`src/rtl/i2s_tx_stream.sv`:
```
// rtl/i2s_tx_stream.sv - I2S / left-justified stereo transmitter fed by a stereo-pair FIFO
module i2s_tx_stream #(
    parameter int DATA_WIDTH = 16,
    parameter int SLOT_WIDTH = 32,
    parameter int MCLK_DIV   = 8,
    parameter int FIFO_DEPTH = 4,
    parameter int FORMAT     = 0
) (
    input  logic                                mclk,
    input  logic                                rst,
    input  logic                                en,
    input  logic                                s_valid,
    output logic                                s_ready,
    input  logic [DATA_WIDTH-1:0]               s_data_l,
    input  logic [DATA_WIDTH-1:0]               s_data_r,
    output logic [$clog2(FIFO_DEPTH+1)-1:0]     fifo_level,
    output logic                                underrun,
    output logic                                sd_tx,
    output logic                                sclk,
    output logic                                ws
);
    localparam int FRAME = 2 * SLOT_WIDTH;
    localparam int BW    = $clog2(FRAME);
    localparam int DVW   = $clog2(MCLK_DIV);
    localparam int AW    = $clog2(FIFO_DEPTH);
    localparam int LW    = $clog2(FIFO_DEPTH + 1);
    localparam int OFF   = (FORMAT == 0) ? 1 : 0;

    localparam logic [BW-1:0]  LAST_BIT = BW'(FRAME - 1);
    localparam logic [BW-1:0]  SLOT     = BW'(SLOT_WIDTH);
    localparam logic [DVW-1:0] DIV_HALF = DVW'(MCLK_DIV / 2 - 1);
    localparam logic [DVW-1:0] DIV_LAST = DVW'(MCLK_DIV - 1);
    localparam logic [LW-1:0]  LVL_FULL = LW'(FIFO_DEPTH);

    if (DATA_WIDTH < 2 || DATA_WIDTH > SLOT_WIDTH - 1 || MCLK_DIV < 4 || (MCLK_DIV % 2) != 0 ||
        FIFO_DEPTH < 2 || (FIFO_DEPTH & (FIFO_DEPTH - 1)) != 0 || (FORMAT != 0 && FORMAT != 1))
    begin : g_bad_params
        $error("i2s_tx_stream: illegal parameter set");
    end

    typedef enum logic {IDLE, RUN} state_t;

    state_t                state_q, state_d;
    logic [DVW-1:0]        div_q, div_d;
    logic [BW-1:0]         bit_q, bit_d;
    logic                  sclk_q, sclk_d;
    logic                  ws_q, ws_d;
    logic                  sd_q, sd_d;
    logic                  under_q, under_d;
    logic [DATA_WIDTH-1:0] hold_l_q, hold_l_d;
    logic [DATA_WIDTH-1:0] hold_r_q, hold_r_d;
    logic [AW-1:0]         wr_q, wr_d;
    logic [AW-1:0]         rd_q, rd_d;
    logic [LW-1:0]         cnt_q, cnt_d;

    logic [DATA_WIDTH-1:0] mem_l [FIFO_DEPTH];
    logic [DATA_WIDTH-1:0] mem_r [FIFO_DEPTH];

    logic                  push, pop, empty;
    logic [BW-1:0]         slot_pos;
    int                    data_idx;
    logic [DATA_WIDTH-1:0] sample, bit_mask;

    assign s_ready    = (cnt_q != LVL_FULL);
    assign empty      = (cnt_q == '0);
    assign push       = s_valid && s_ready;
    assign fifo_level = cnt_q;
    assign underrun   = under_q;
    assign sd_tx      = sd_q;
    assign sclk       = sclk_q;
    assign ws         = ws_q;

    always_comb begin
        state_d  = state_q;
        div_d    = div_q;
        bit_d    = bit_q;
        sclk_d   = sclk_q;
        ws_d     = ws_q;
        sd_d     = sd_q;
        under_d  = 1'b0;
        hold_l_d = hold_l_q;
        hold_r_d = hold_r_q;
        pop      = 1'b0;
        slot_pos = '0;
        data_idx = 0;
        sample   = '0;
        bit_mask = '0;
        case (state_q)
            IDLE: begin
                div_d  = '0;
                bit_d  = LAST_BIT;
                sclk_d = 1'b0;
                ws_d   = 1'b0;
                sd_d   = 1'b0;
                if (en) state_d = RUN;
            end
            default: begin
                div_d = div_q + 1'b1;
                if (div_q == DIV_HALF) sclk_d = 1'b1;
                if (div_q == DIV_LAST) begin
                    sclk_d = 1'b0;
                    div_d  = '0;
                    if (bit_q == LAST_BIT && !en) begin
                        state_d = IDLE;
                        ws_d    = 1'b0;
                        sd_d    = 1'b0;
                    end else begin
                        if (bit_q == LAST_BIT) begin
                            bit_d = '0;
                            // An empty FIFO at frame start plays silence rather than stale data
                            if (empty) begin
                                hold_l_d = '0;
                                hold_r_d = '0;
                                under_d  = 1'b1;
                            end else begin
                                hold_l_d = mem_l[rd_q];
                                hold_r_d = mem_r[rd_q];
                                pop      = 1'b1;
                            end
                        end else begin
                            bit_d = bit_q + 1'b1;
                        end
                        ws_d     = (bit_d >= SLOT);
                        slot_pos = ws_d ? (bit_d - SLOT) : bit_d;
                        data_idx = int'(slot_pos) - OFF;
                        sample   = ws_d ? hold_r_d : hold_l_d;
                        bit_mask = {{(DATA_WIDTH-1){1'b0}}, 1'b1} << (DATA_WIDTH - 1 - data_idx);
                        sd_d     = (data_idx >= 0 && data_idx < DATA_WIDTH) ? |(sample & bit_mask) : 1'b0;
                    end
                end
            end
        endcase

        wr_d  = push ? wr_q + 1'b1 : wr_q;
        rd_d  = pop ? rd_q + 1'b1 : rd_q;
        cnt_d = cnt_q + LW'(push) - LW'(pop);
    end

    always_ff @(posedge mclk or posedge rst) begin
        if (rst) begin
            state_q  <= IDLE;
            div_q    <= '0;
            bit_q    <= LAST_BIT;
            sclk_q   <= 1'b0;
            ws_q     <= 1'b0;
            sd_q     <= 1'b0;
            under_q  <= 1'b0;
            hold_l_q <= '0;
            hold_r_q <= '0;
            wr_q     <= '0;
            rd_q     <= '0;
            cnt_q    <= '0;
        end else begin
            state_q  <= state_d;
            div_q    <= div_d;
            bit_q    <= bit_d;
            sclk_q   <= sclk_d;
            ws_q     <= ws_d;
            sd_q     <= sd_d;
            under_q  <= under_d;
            hold_l_q <= hold_l_d;
            hold_r_q <= hold_r_d;
            wr_q     <= wr_d;
            rd_q     <= rd_d;
            cnt_q    <= cnt_d;
        end
    end

    always_ff @(posedge mclk) begin
        if (push) begin
            mem_l[wr_q] <= s_data_l;
            mem_r[wr_q] <= s_data_r;
        end
    end
endmodule
```
`config.mk`:
```
export PLATFORM = sky130hd
export DESIGN_NAME = i2s_tx_stream
export DESIGN_NICKNAME = d
export VERILOG_FILES = /design/src/rtl/i2s_tx_stream.sv
export SDC_FILE = /design/constraint.sdc
export NUM_CORES = 1
export LEC_CHECK = 0
export CAP_MARGIN = 0
export CORE_UTILIZATION = 30
export CTS_BUF_LIST = sky130_fd_sc_hd__clkbuf_4 sky130_fd_sc_hd__clkbuf_8
export CTS_CLUSTER_DIAMETER = 120
export CTS_CLUSTER_SIZE = 40
export DETAILED_ROUTE_END_ITERATION = 10
export HOLD_SLACK_MARGIN = 0.05
export PLACE_DENSITY = 0.45
export SLEW_MARGIN = 0
export SYNTH_ARGS = -nofsm -noshare
export SYNTH_HDL_FRONTEND = slang
export SYNTH_SLANG_ARGS = --single-unit
```
`constraint.sdc`:
```
create_clock -name mclk -period 7.77 [get_ports mclk]
set_input_delay 2.331 -clock mclk [delete_from_list [all_inputs] [get_ports mclk]]
set_output_delay 2.331 -clock mclk [all_outputs]
set_load 0.005 [all_outputs]
```
==> results of run 1 <==
layout make-up:
type                    instances  area [um2]
clock buffers                  17         234
flip-flops and latches        181        5180
inverters                      15        56.3
well taps                     330         413
multi-input cells             290        2350
fillers                      2464       16300
clock inverters                15         205
repair buffers                 51         490
routing by layer:
| layer | vias to the layer above | share of wire (%) |
|---|---|---|
| met5 | - | 0 |
| li1 | 2021 | - |
| met1 | 2196 | 44 |
| met4 | 0 | 1.5 |
| met2 | 73 | 51 |
| met3 | 13 | 3.2 |
cell usage after synthesis, drive strengths merged (3+ instances only):
library cell / instances
nand2: 76
nor3: 9
ha: 13
xor2: 3
and3: 7
o211ai: 4
nor2b: 5
a21oi: 7
nand3: 9
xnor2: 9
inv: 15
nor2: 12
a221oi: 3
dfrtp: 47
mux2i: 8
a31oi: 4
clkbuf: 10
and2: 7
a22o: 3
mux4: 31
edfxtp: 128
buf: 20
mux2: 3
dfstp: 6
o21ai: 38
logic make-up (layout without fill, tap and decap cells):
logic type,count (synthesis),count (layout),synth area share [%]
AND/OR/NAND/NOR,138,138,8.48
AO/OA/AOI/OAI,84,84,7.66
multiplexers,42,42,10.5
adder cells (fa/ha/maj),14,14,2.36
buffers and inverters,45,98,2.83
flip-flops,181,181,66.8
XOR/XNOR,12,12,1.36
through the flow:
stage / setup slack, ps / hold WS [ps] / std cells / area, um2 / total power [mW]
global placement: 2680 / 427 / 867 / 8490 / 2.52
CTS: 3170 / 460 / 899 / 8930 / 3.22
finish: 3130 / 452 / 899 / 8930 / 3.16
global route: 2870 / 486 / 899 / 8930 / 3.37
detailed placement: 2680 / 447 / 867 / 8490 / 2.53
floorplan: 3700 / 408 / 516 / 7750 / 2.22
power breakdown:
| group | switching, mW | internal (mW) | total (mW) |
|---|---|---|---|
| clock network | 0.373 | 0.306 | 0.679 |
| registers | 0.142 | 1.30 | 1.45 |
| logic | 0.588 | 0.449 | 1.04 |
| total | 1.10 | 2.06 | 3.16 |
flip-flops by register name (all words and copies together) (netlist names), 3 cells and up:
signal and count:
mem_l 64, mem_r 64, hold_l_q 16, hold_r_q 16
bit_q 6, div_q 3, fifo_level 3
critical path: stages:
cell and delay, ps:
clkdlybuf4s50_1 460, o21a_1 260, nand3_2 90, buf_4 440, nor2_1 160, ha_1 330, inv_1 50, ha_1 130
inv_1 50, fa_1 370, xnor2_1 140, xnor2_1 120
how the worst max path moves through the flow:
stage,depth (start not counted),end,from,slack [ps]
after floorplan,10,fifo_level[2],en,3700
after global placement,12,fifo_level[2],en,2680
after detailed placement,12,fifo_level[2],en,2680
after CTS,12,fifo_level[2],en,3170
after global routing,13,sd_tx,bit_q[0],2870
final,12,fifo_level[2],en,3130
==> results.py, run 1 <==
metrics = {
    "synthesis": {
        "yosysUniqueCellTypes": 60,
        "ys_seq_elements": 181,
        "yosysSeqAreaShare_pct": 66.8,
        "synth_area_um2": 7750,
        "synth_largest_area_cell": "edfxtp_1",
        "synth_edf_count": 128,
        "postSynthCellCount": 516,
        "synthArstFlopShare_pct": 29.3,
        "synth.top_cell.area_share_pct": 49.6,
        "avgSynthCellArea_um2": 15.0,
        "synth_nets": 566,
        "synth_area_leaders": "edfxtp_1 (50%), dfrtp_1 (15%), mux4_2 (9.0%)",
        "yosysWarnings": 0,
        "synth_flop_cell": "edfxtp_1",
    },
    "clock_network": {
        "cts_buffers": 17,
        "cts.sinks": 181,
        "clkLatencyLatePin_ps": 460,
        "cts_tree": "built",
        "cts_resized": 0,
        "clk_pin_slew_worst_paths_ps": 90,
        "clockRootBuffer": "clkbuf_8",
        "htreeDepth": 4,
        "cts_buffer_depth": 2,
        "cts_setup_buffers": 0,
        "cts_hold_buf": 0,
    },
    "setup_path": {
        "end_kind": "register",
        "cp.required_ps": 8110,
        "crit_type": "primary input to register",
        "worstPathArrival_ps": 4980,
        "rr_worst_depth": 13,
        "r2r-end": "sd_tx",
        "crit_fanout": 60,
        "timing.rr.start": "bit_q[0]",
        "cp-start-kind": "primary input",
        "reg2reg_slack_ps": 3240,
    },
    "sta": {
        "maxSlewViolCount": 0,
        "rsz0062_at_grt": "false",
        "setup_viol": 0,
        "fin_crit_sh_pct": 59.7,
        "timing.fmax_ghz": 0.216,
        "worst_pin_slew_ps": 885,
        "hold_violations": 0,
        "fin_tns_setup_ps": 0,
        "skew_ps": 13.3,
        "fin_crit_ps": 4640,
        "maxSlewHeadroom_pct": 40.6,
    },
    "pwr": {
        "ir_worst_vdd_mv": 0.197,
        "p_per_area_nw_per_um2": 354,
        "power.leakage_nw": 3.17,
    },
    "layout": {
        "drive_above_1_share_pct": 16.3,
        "layout_commonest_cell": "edfxtp_1",
        "fin_util_pct": 35.4,
        "area_delta_synth_final_pct": 15.3,
        "fin_nets": 606,
        "antenna_cells": 0,
        "final_cell_mix": "edfxtp_1 (128), nand2_1 (76), dfrtp_1 (46)",
    },
    "global_routing": {
        "grt_overflow_total": 0,
        "globalRouteMet3Util_pct": 3.13,
        "grtUsageMet2_pct": 21.8,
        "grt_first_pass_wirelength_um": 25300,
        "grt_usage_pct": 12.9,
        "grt_max_degree": 61,
        "grt.busiest_layer": "met2",
        "grt_pass1_vias": 4499,
        "antenna_found_initial": 0,
        "gr-usage-met1_pct": 16.3,
    },
    "hold_path": {
        "worstHoldStart": "div_q[0]",
        "holdPathEnd": "div_q[0]",
        "hold_path.class": "register to register",
        "worstHoldPathCells": 1,
    },
    "routing": {
        "dr.pass1.iters": 4,
        "ant_nets": 0,
        "drt-vias-per-instance": 4.79,
        "drtIter0Drc": 188,
        "postRouteWirelength_um": 16000,
        "drc": 0,
        "dr_total_vias": 4303,
        "wl_per_cell_um": 17.8,
    },
    "place": {
        "port_buffers": 43,
        "dp_hpwl_um": 9970,
        "gpl.final_weighted_congestion": 0.823,
    },
    "floorplanning": {
        "rows": 58,
        "die_h_um": 163,
        "die_w_um": 163,
        "io_pins": 44,
        "coreArea_um2": 25300,
        "dieArea_um2": 26500,
        "start_util_pct": 30.7,
    },
    "job": {
        "cap_viol_max_count": 0,
    },
    "status": {
        "outcome": "completed",
    },
}
Note: power is estimated with default switching activity, not from simulation.
==> run 2: changes to the inputs <==
==> constraint.sdc (replaced) <==
create_clock -name mclk -period 4.7 [get_ports mclk]
set_input_delay 1.41 -clock mclk [delete_from_list [all_inputs] [get_ports mclk]]
set_output_delay 1.41 -clock mclk [all_outputs]
set_load 0.005 [all_outputs]
==> results.py, run 2 (synthesis results as in run 1) <==
metrics = {
    "layout": {
        "antenna_cells": 0,
        "final_cell_mix": "edfxtp_1 (128), nand2_1 (76), dfrtp_1 (46)",
        "layout_commonest_cell": "edfxtp_1",
        "drive_above_1_share_pct": 16.8,
        "fin_util_pct": 35.4,
        "design_area_um2": 8940,
        "area_delta_synth_final_pct": 15.5,
        "reg.largest.list": "mem_l (64), mem_r (64)",
        "fin_nets": 609,
    },
    "routing": {
        "drc": 0,
        "dr.pass1.iters": 5,
        "drt-vias-per-instance": 4.81,
        "drtIter0Drc": 266,
        "wl_per_cell_um": 18.6,
        "ant_nets": 0,
        "postRouteWirelength_um": 16700,
        "dr_total_vias": 4339,
    },
    "setup_path": {
        "cp-start-kind": "register",
        "reg2reg_slack_ps": 460,
        "timing.rr.start": "bit_q[0]",
        "crit_path_cell_trace": "ha_1 -> nand3_1 -> nor2_1 -> or2_0 -> nand3_1 -> ha_1 -> ha_1 -> nor4_1 -> nand2b_1 -> nor3_1 -> a21boi_0 -> nor4b_2 -> a221oi_2",
        "critPathTopFamily": "simple AND/OR/NAND/NOR gates",
        "critical_path.n_buffers_inverters": 0,
        "worstPathArrival_ps": 4610,
        "cp_common_cell": "ha_1",
        "cp-startpoint": "bit_q[0]",
        "crit_fanout": 16,
        "crit_type": "register to register",
        "max_stage_delay_ps": 750,
        "end_kind": "register",
        "cp.required_ps": 5070,
        "critical-path-slowest-cell": "dfstp_2",
    },
    "place": {
        "gpl.final_weighted_congestion": 0.826,
        "dp_hpwl_um": 10900,
        "port_buffers": 43,
        "placed_area_um2": 8520,
    },
    "global_routing": {
        "grt_usage_pct": 13.6,
        "grt_pass1_vias": 4463,
        "antenna_found_initial": 0,
        "grt_overflow_total": 0,
        "grt_first_pass_wirelength_um": 26300,
        "grt_max_degree": 60,
    },
    "clock_network": {
        "cts_setup_buffers": 0,
        "clockRootBuffer": "clkbuf_8",
        "cts_buffer_depth": 2,
        "cts.sinks": 181,
        "cts_buffers": 17,
        "htreeDepth": 4,
        "clk_pin_slew_worst_paths_ps": 110,
        "clkLatencyLatePin_ps": 470,
        "cts_hold_buf": 0,
        "cts_resized": 0,
        "cts_tree": "built",
    },
    "sta": {
        "maxSlewViolCount": 0,
        "hold_slack_ps": 450,
        "skew_ps": 16.1,
        "timing.fmax_ghz": 0.236,
        "hold_violations": 0,
        "setup_viol": 0,
        "fin_crit_ps": 4240,
        "worst_pin_slew_ps": 971,
        "rsz0062_at_grt": "false",
        "fin_tns_setup_ps": 0,
        "maxSlewHeadroom_pct": 35.1,
        "fin_crit_sh_pct": 90.1,
    },
    "floorplanning": {
        "die_h_um": 163,
        "die_w_um": 163,
        "start_util_pct": 30.7,
        "dieArea_um2": 26500,
        "coreArea_um2": 25300,
        "rows": 58,
        "io_pins": 44,
    },
    "job": {
        "cap_viol_max_count": 0,
    },
    "pwr": {
        "p_per_area_nw_per_um2": 584,
        "ir_worst_vdd_mv": 0.203,
        "power.leakage_nw": 3.17,
    },
    "hold_path": {
        "hold_path.class": "register to register",
        "worstHoldStart": "div_q[0]",
    },
    "status": {
        "outcome": "completed",
    },
}
run 2: changes by cell type in the layout (fill, tap and decap cells not counted):
cell       change
clkinv_4       -2
clkinv_8       +3
inv_6          +1
inv_8          -2
buf_4          +3
bufinv_16      -2
inv_12         +2
run 2: worst reg2reg max path, stage by stage, from the launching register on:
cell	delay, ps
dfstp_2	750
ha_1	480
nand3_1	200
nor2_1	300
or2_0	330
nand3_1	170
ha_1	220
ha_1	310
nor4_1	370
nand2b_1	190
nor3_1	250
a21boi_0	260
nor4b_2	90
a221oi_2	230
run 2: final cells by class:
cell class              count  area [um2]
fillers                  2468       16300
flip-flops and latches    181        5180
multi-input cells         290        2350
repair buffers             54         513
well taps                 330         413
clock buffers              17         234
clock inverters            15         195
inverters                  15        56.3
run 2: final timing paths:
path / depth (start not counted) / to
max in group asynchronous: 3 / hold_r_q[11]
worst min register to register: 1 / div_q[0]
worst min-delay path: 1 / div_q[0]
min in group asynchronous: 2 / div_q[0]
worst max-delay path: 13 / sd_tx
worst max register to register: 13 / sd_tx
run 2: per-stage QoR:
step | instances | setup slack (ps) | total power [mW]
5_1_grt | 902 | 188 | 5.58
3_5_place_dp | 870 | 562 | 4.23
6_report | 902 | 464 | 5.22
3_3_place_gp | 870 | 706 | 4.21
4_1_cts | 902 | 540 | 5.32
2_1_floorplan | 516 | 1280 | 3.66
run 2: per-layer routing:
| metal | global-route usage, % | wire (um) |
|---|---|---|
| met2 | 23.0 | 8370 |
| met5 | 0 | 0 |
| met3 | 2.93 | 512 |
| met4 | 4.38 | 199 |
| met1 | 17.3 | 7660 |
run 2: where the power goes:
part | internal [mW] | switching (mW) | total, mW
clock | 0.419 | 0.665 | 1.08
combinational | 0.747 | 0.952 | 1.70
sequential | 2.16 | 0.286 | 2.44
total | 3.32 | 1.90 | 5.22
==> run 3: changes to the inputs <==
--- a/config.mk
+++ b/config.mk
@@ -17,3 +17,4 @@
 export SYNTH_ARGS = -nofsm -noshare
 export SYNTH_HDL_FRONTEND = slang
 export SYNTH_SLANG_ARGS = --single-unit
+export TNS_END_PERCENT = 20
==> results of run 3 <==
Final layout, timing and power as in run 2 (identical DEF).
